==> config.mk <==
export PLATFORM = sky130hd
export DESIGN_NAME = dec_stage
export DESIGN_NICKNAME = d
export VERILOG_FILES = /design/src/rtl/dec_stage_pkg.sv /design/src/rtl/reg_file.sv /design/src/rtl/dec_stage.sv
export SDC_FILE = /design/constraint.sdc
export NUM_CORES = 2
export LEC_CHECK = 0
export ABC_CLOCK_PERIOD_IN_PS = 4100
export CORE_UTILIZATION = 65
export CTS_CLUSTER_DIAMETER = 30
export CTS_CLUSTER_SIZE = 40
export DETAILED_ROUTE_END_ITERATION = 10
export GPL_ROUTABILITY_DRIVEN = 0
export GPL_TIMING_DRIVEN = 1
export PLACE_DENSITY_LB_ADDON = 0.2
export RECOVER_POWER = 50
export SLEW_MARGIN = 40
export SYNTH_ARGS = -nofsm -noshare
export SYNTH_HDL_FRONTEND = slang
export SYNTH_SLANG_ARGS = --single-unit
export TNS_END_PERCENT = 10
==> constraint.sdc <==
create_clock -name clk -period 4.1 [get_ports clk]
set_clock_uncertainty 0.15 [all_clocks]
set_input_delay 0.615 -clock clk [delete_from_list [all_inputs] [get_ports clk]]
set_output_delay 0.615 -clock clk [all_outputs]
set_load 0.1 [all_outputs]
==> src/rtl/dec_stage_pkg.sv <==
// Shared constants and types for the decode stage: field widths, supported
// opcodes and the instruction class decoder.
package dec_stage_pkg;

    localparam int unsigned OpcodeSize  = 7;
    localparam int unsigned Func3Size   = 3;
    localparam int unsigned Func7Size   = 7;
    localparam int unsigned DataSize    = 32;
    localparam int unsigned RegAddrSize = 5;

    localparam logic [OpcodeSize-1:0] Opcode_Type_I = 7'b0010011;
    localparam logic [OpcodeSize-1:0] Opcode_Type_R = 7'b0110011;

    localparam logic [DataSize-1:0] DataBusReset = '0;

    typedef enum logic [1:0] {
        InstTypeI,
        InstTypeR,
        InstIllegal
    } inst_type_e;

    function automatic inst_type_e decode_type(input logic [OpcodeSize-1:0] op);
        case (op)
            Opcode_Type_I: return InstTypeI;
            Opcode_Type_R: return InstTypeR;
            default:       return InstIllegal;
        endcase
    endfunction

endpackage

==> src/rtl/reg_file.sv <==
// Architectural register file: two asynchronous read ports with write-through
// bypass, one synchronous write port, x0 hardwired to zero.
module reg_file
    import dec_stage_pkg::*;
#(
    parameter int unsigned DATA_W  = DataSize,
    parameter int unsigned REG_NUM = 32
) (
    input  logic                   clk,
    input  logic                   rst_n,
    input  logic [RegAddrSize-1:0] raddr1_i,
    output logic [DATA_W-1:0]      rdata1_o,
    input  logic [RegAddrSize-1:0] raddr2_i,
    output logic [DATA_W-1:0]      rdata2_o,
    input  logic                   we_i,
    input  logic [RegAddrSize-1:0] waddr_i,
    input  logic [DATA_W-1:0]      wdata_i
);

    logic [DATA_W-1:0] regs_q [REG_NUM];
    logic [DATA_W-1:0] regs_d [REG_NUM];
    logic              wr_en;

    assign wr_en = we_i && (waddr_i != '0) && (32'(waddr_i) < REG_NUM);

    always_comb begin
        regs_d = regs_q;
        if (wr_en) begin
            regs_d[waddr_i] = wdata_i;
        end
    end

    always_ff @(posedge clk or negedge rst_n) begin
        if (!rst_n) begin
            for (int unsigned i = 0; i < REG_NUM; i++) begin
                regs_q[i] <= DATA_W'(DataBusReset);
            end
        end else begin
            regs_q <= regs_d;
        end
    end

    // Same-cycle write is forwarded so the reader never sees the stale value.
    assign rdata1_o = (raddr1_i == '0)                     ? '0      :
                      (wr_en && (waddr_i == raddr1_i))     ? wdata_i : regs_q[raddr1_i];
    assign rdata2_o = (raddr2_i == '0)                     ? '0      :
                      (wr_en && (waddr_i == raddr2_i))     ? wdata_i : regs_q[raddr2_i];

endmodule

==> src/rtl/dec_stage.sv <==
// Decode stage: splits RV32 I/R-type instructions into ALU fields, reads
// operands and holds the decoded bundle in a ready/valid output register.
module dec_stage
    import dec_stage_pkg::*;
#(
    parameter int unsigned DATA_W  = DataSize,
    parameter int unsigned REG_NUM = 32
) (
    input  logic                   clk,
    input  logic                   rst_n,
    input  logic                   instValid,
    input  logic [31:0]            instIn,
    input  logic [DATA_W-1:0]      instPc,
    output logic                   instReady,
    input  logic                   flush,
    input  logic                   wbEn,
    input  logic [RegAddrSize-1:0] wbAddr,
    input  logic [DATA_W-1:0]      wbData,
    output logic                   outValid,
    input  logic                   outReady,
    output logic [OpcodeSize-1:0]  opcode,
    output logic [Func3Size-1:0]   opFunc3,
    output logic [Func7Size-1:0]   opFunc7,
    output logic [DATA_W-1:0]      dataSource1,
    output logic [DATA_W-1:0]      dataSource2,
    output logic [DATA_W-1:0]      immValue,
    output logic [RegAddrSize-1:0] rdAddr,
    output logic [DATA_W-1:0]      pcOut,
    output logic                   illegal
);

    logic [RegAddrSize-1:0] rs1, rs2;
    logic [DATA_W-1:0]      rdata1, rdata2, imm_i;
    inst_type_e             inst_type;
    logic                   accept, held;

    logic                   out_valid_q, out_valid_d;
    logic [OpcodeSize-1:0]  opcode_q, opcode_d;
    logic [Func3Size-1:0]   func3_q, func3_d;
    logic [Func7Size-1:0]   func7_q, func7_d;
    logic [DATA_W-1:0]      src1_q, src1_d, src2_q, src2_d, imm_q, imm_d, pc_q, pc_d;
    logic [RegAddrSize-1:0] rd_q, rd_d, rs1_q, rs1_d, rs2_q, rs2_d;
    logic                   illegal_q, illegal_d;

    assign rs1       = instIn[19:15];
    assign rs2       = instIn[24:20];
    assign inst_type = decode_type(instIn[6:0]);
    assign imm_i     = {{(DATA_W-12){instIn[31]}}, instIn[31:20]};
    assign instReady = (!out_valid_q || outReady) && !flush;
    assign accept    = instValid && instReady;
    assign held      = out_valid_q && !outReady;

    reg_file #(
        .DATA_W  (DATA_W),
        .REG_NUM (REG_NUM)
    ) u_reg_file (
        .clk      (clk),
        .rst_n    (rst_n),
        .raddr1_i (rs1),
        .rdata1_o (rdata1),
        .raddr2_i (rs2),
        .rdata2_o (rdata2),
        .we_i     (wbEn),
        .waddr_i  (wbAddr),
        .wdata_i  (wbData)
    );

    always_comb begin
        out_valid_d = out_valid_q;
        opcode_d    = opcode_q;
        func3_d     = func3_q;
        func7_d     = func7_q;
        src1_d      = src1_q;
        src2_d      = src2_q;
        imm_d       = imm_q;
        pc_d        = pc_q;
        rd_d        = rd_q;
        rs1_d       = rs1_q;
        rs2_d       = rs2_q;
        illegal_d   = illegal_q;

        if (accept) begin
            out_valid_d = 1'b1;
            opcode_d    = instIn[6:0];
            func3_d     = instIn[14:12];
            func7_d     = instIn[31:25];
            pc_d        = instPc;
            rs1_d       = rs1;
            rs2_d       = rs2;
            case (inst_type)
                InstTypeI: begin
                    src1_d    = rdata1;
                    src2_d    = '0;
                    imm_d     = imm_i;
                    rd_d      = instIn[11:7];
                    illegal_d = 1'b0;
                end
                InstTypeR: begin
                    src1_d    = rdata1;
                    src2_d    = rdata2;
                    imm_d     = '0;
                    rd_d      = instIn[11:7];
                    illegal_d = 1'b0;
                end
                default: begin
                    src1_d    = '0;
                    src2_d    = '0;
                    imm_d     = '0;
                    rd_d      = '0;
                    illegal_d = 1'b1;
                end
            endcase
        end else if (flush || (out_valid_q && outReady)) begin
            out_valid_d = 1'b0;
        end else if (held && !illegal_q && wbEn && (wbAddr != '0)) begin
            // A stalled bundle keeps tracking writebacks to its source registers.
            if (wbAddr == rs1_q) begin
                src1_d = wbData;
            end
            if ((wbAddr == rs2_q) && (opcode_q == Opcode_Type_R)) begin
                src2_d = wbData;
            end
        end
    end

    always_ff @(posedge clk or negedge rst_n) begin
        if (!rst_n) begin
            out_valid_q <= 1'b0;
            opcode_q    <= '0;
            func3_q     <= '0;
            func7_q     <= '0;
            src1_q      <= DATA_W'(DataBusReset);
            src2_q      <= DATA_W'(DataBusReset);
            imm_q       <= DATA_W'(DataBusReset);
            pc_q        <= DATA_W'(DataBusReset);
            rd_q        <= '0;
            rs1_q       <= '0;
            rs2_q       <= '0;
            illegal_q   <= 1'b0;
        end else begin
            out_valid_q <= out_valid_d;
            opcode_q    <= opcode_d;
            func3_q     <= func3_d;
            func7_q     <= func7_d;
            src1_q      <= src1_d;
            src2_q      <= src2_d;
            imm_q       <= imm_d;
            pc_q        <= pc_d;
            rd_q        <= rd_d;
            rs1_q       <= rs1_d;
            rs2_q       <= rs2_d;
            illegal_q   <= illegal_d;
        end
    end

    assign outValid    = out_valid_q;
    assign opcode      = opcode_q;
    assign opFunc3     = func3_q;
    assign opFunc7     = func7_q;
    assign dataSource1 = src1_q;
    assign dataSource2 = src2_q;
    assign immValue    = imm_q;
    assign rdAddr      = rd_q;
    assign pcOut       = pc_q;
    assign illegal     = illegal_q;

endmodule

==> key figures <==
Global route
  – GRT Resource Usage Total: 43.6%
  – Pin count of the biggest net entering global routing: 103
  – Initial antenna violation count: 5
  – Number of global-route vias before repair: 46700
  – Gr ovfl total: 0
  – Wire length of the first global-routing pass: 303 mm

CTS
  – Worst-Skew Late Latency: 0.82 ns
  – Clk sinks: 1166
  – Root Buffer Master: clkbuf_16
  – CTS tree: built
  – Worst-path clk slew: 0.05 ns
  – TritonCTS Buffers: 226
  – CTS Buffer Depth: 3
  – H-tree depth: 4
  – Post-cts resize count: 0

Place
  – I/O Buffers: 259
  – Placed cells: 5865
  – Post-DP HPWL: 116 mm

Synth
  – Share of the synthesized area in the top cell type: 47.8%
  – Syn Nets: 4756
  – Yosys top cell by area: dfrtp_1
  – Ys async rst share: 100%
  – Post-synth EDFFs: 0
  – Synth warnings: 0
  – Ranking of synthesized cells by area: dfrtp_1, mux2_2, mux4_2
  – Synthesized flop and latch total: 1166
  – Register area share after synthesis: 47.8%
  – Synthesized cell area: 61000 um2
  – Avg Inst Size Synth: 13.1 um2
  – Synth Instances: 4649
  – Yosys cell types: 63
  – Primary FF master, synth: dfrtp_1

Pwr
  – PD cells: 577 nW/um2
  – Leakage: 33.2 nW
  – Power Total: 42.0 mW
  – Worst vdd ir: 0.508 mV

Setup path
  – CP top delay family: buffers and inverters
  – R2r startpoint: opcode[3]
  – CP peak stage delay: 1.41 ns
  – Buf/Inv on CP: 4
  – Startpoint Class: input pin
  – CP cell instances: dlygate4sd3_1 > buf_8 > clkbuf_2 > clkbuf_1
  – Setup Crit Path Kind: in2async
  – Reg2Reg Capture Point: dataSource2[10]
  – CP endpoint kind: async pin
  – Worst Path Required: 4.71 ns
  – Arr. time, crit path: 3.83 ns
  – CP max stage cell: clkbuf_2
  – FF-to-FF setup slack: 1.17 ns
  – FF-to-FF path depth: 5
  – Crit. path cell count: 4
  – Worst Path Max Fanout: 50

Floorplan
  – Starting density of the core: 65.5%
  – Std-Cell Core Area: 93200 um2
  – Die width: 308 um
  – Die Area: 95100 um2
  – Die Span Y: 308 um
  – Row Count: 112
  – # IOs: 260

Timing
  – Fmax: 310 MHz
  – Fin. Hold Viols: 0
  – Final setup violation count: 0
  – Clock period minus worst slack: 3.22 ns
  – Period utilisation layout: 78.6%
  – Slew margin rel.: -46.9%
  – Worst Max-Slew Pin Slew: 2.20 ns
  – RSZ-0062 raised after global routing: false
  – Final Slew Violations: 314
  – Final setup TNS: 0 ns

Route
  – Total iterations of the first detailed-routing run: 8
  – Via count: 45900
  – Number of DRC markers in iteration 0: 6177
  – DRT Wirelength: 206 mm
  – Routed Antenna Nets: 0
  – DR WL/cell: 32.6 um
  – Drt drc: 0
  – Vias/cell: 7.29

Finish
  – Final #Nets: 4947
  – Filler instances: 5371
  – Multi-input logic area: 29700 um2
  – Area delta synth->final: 19.3%
  – Final std cells w/o fill: 6296
  – Share of cells above drive strength 1: 42.7%
  – Final core utilization: 78.1%
  – Sequential cell area: 29200 um2

Flow run
  – Max cap viols: 8

Run status
  – Violated checks: capacitance limit, slew limit
  – Status: finished, violations left

Min path
  – Hold Path Class: in2async
## worst max path at each step
| stage | startpoint | endpoint | slack (ns) |
|---|---|---|---|
| floorplan | outValid | instReady | 1.04 |
| global placement | instIn[3] | dataSource1[2] | 0.28 |
| detailed placement | wbEn | u_reg_file.regs_q[887] | 0.50 |
| CTS | opcode[3] | dataSource2[10] | 1.23 |
| global route | rst_n | u_reg_file.regs_q[61] | 0.58 |
| finish | rst_n | u_reg_file.regs_q[61] | 0.88 |
## per-layer routing
layer / global-route usage, % / vias to the layer above / wire (um)
met5: 0 / - / 16
met2: 64.2 / 3467 / 91600
met1: 57.1 / 23500 / 75200
met4: 24.9 / 2 / 12600
li1: - / 18000 / -
met3: 14.0 / 833 / 26100
## registers in the layout, indices dropped and copies added, names as in the netlist, 7 cells and up
register and cells:
opcode 7, u_reg_file.regs_q 1024, dataSource1 32, pcOut 32
dataSource2 32, opFunc7 7, immValue 12
## where the power goes
group / total [mW] / switching (mW) / internal [mW]
sequential: 15.3 / 1.70 / 13.6
clock: 19.4 / 6.53 / 12.9
combinational: 7.26 / 3.83 / 3.42
## what timing repair did
item                                   4_1_cts  5_1_grt
setup buffers                                0        0
endpoints found under the hold margin      316        0
hold buffers                                 1        0
## logic make-up (layout without fill, tap and decap cells)
| group | Yosys count | count (layout) | synth area share, % |
|---|---|---|---|
| DFF | 1166 | 1166 | 47.8 |
| and+or+nand+nor | 571 | 571 | 4.50 |
| AOI/OAI and AO/OA | 567 | 567 | 7.20 |
| other | 0 | 5 | 0 |
| xor gates and xnor gates | 20 | 20 | 0.287 |
| buffers and inverters | 542 | 930 | 3.95 |
| muxes | 1783 | 1783 | 36.2 |
## layout make-up
cell class	instances	share of cell area (%)
Sequential cell	1166	40.1
Clock buffer	279	8.55
Timing Repair Buffer	502	5.82
Antenna cell	5	0.0172
Clock inverter	146	2.56
Multi-Input combinational cell	2941	40.8
Tap cell	1254	2.16
Inverter	3	0.0155
## cells in the mapped netlist (3+ instances only)
cell,n
a22oi_1,84
a221oi_1,159
nor2b_1,8
nor3_1,8
buf_1,80
mux4_2,237
nand3_1,25
a221o_1,4
nand2b_1,5
buf_6,7
a222oi_1,23
a31oi_1,4
o21ai_0,60
a21oi_1,61
nor2_1,84
and3_1,28
o221ai_1,5
nor3b_1,28
nand4_1,5
xor2_1,10
xnor2_1,10
dfrtp_1,1166
buf_4,45
and2_1,6
clkbuf_1,286
mux2i_1,506
o22ai_1,78
buf_2,121
nand2_1,313
a221oi_2,28
and4_1,32
mux2_2,1038
nand4b_1,3
o31ai_1,25
a22o_1,27
nand3b_1,5
## placed cells by master (no fill, tap or decap), types with 61 or more instances in the layout
master,Yosys,final
a21oi_1,61,61
a221oi_1,159,159
a22oi_1,84,84
buf_2,121,152
buf_4,45,170
clkbuf_16,0,230
clkdlybuf4s50_1,0,99
dfrtp_1,1166,1166
mux2_2,1038,1038
mux2i_1,506,506
mux4_2,237,237
nand2_1,313,298
nor2_1,84,67
o22ai_1,78,78
## stage by stage
stage                     worst slack (ns)  instance area [um2]  hold WS (ns)
after global routing                 0.580                72800         0.151
final                                0.876                72800         0.149
after global placement               0.278                65500         0.228
after detailed placement             0.500                64800         0.234
after CTS                             1.23                72900         0.101
after floorplan                       1.04                61000         0.169
## worst register-to-register path: stages (launching register included)
cell and delay [ns]:
dfrtp_1 0.41, or4b_4 0.58, nor4_4 0.28, nand4_2 0.37, and2_4 0.56, a221o_1 0.47
Note: power is estimated with default switching activity, not from simulation.
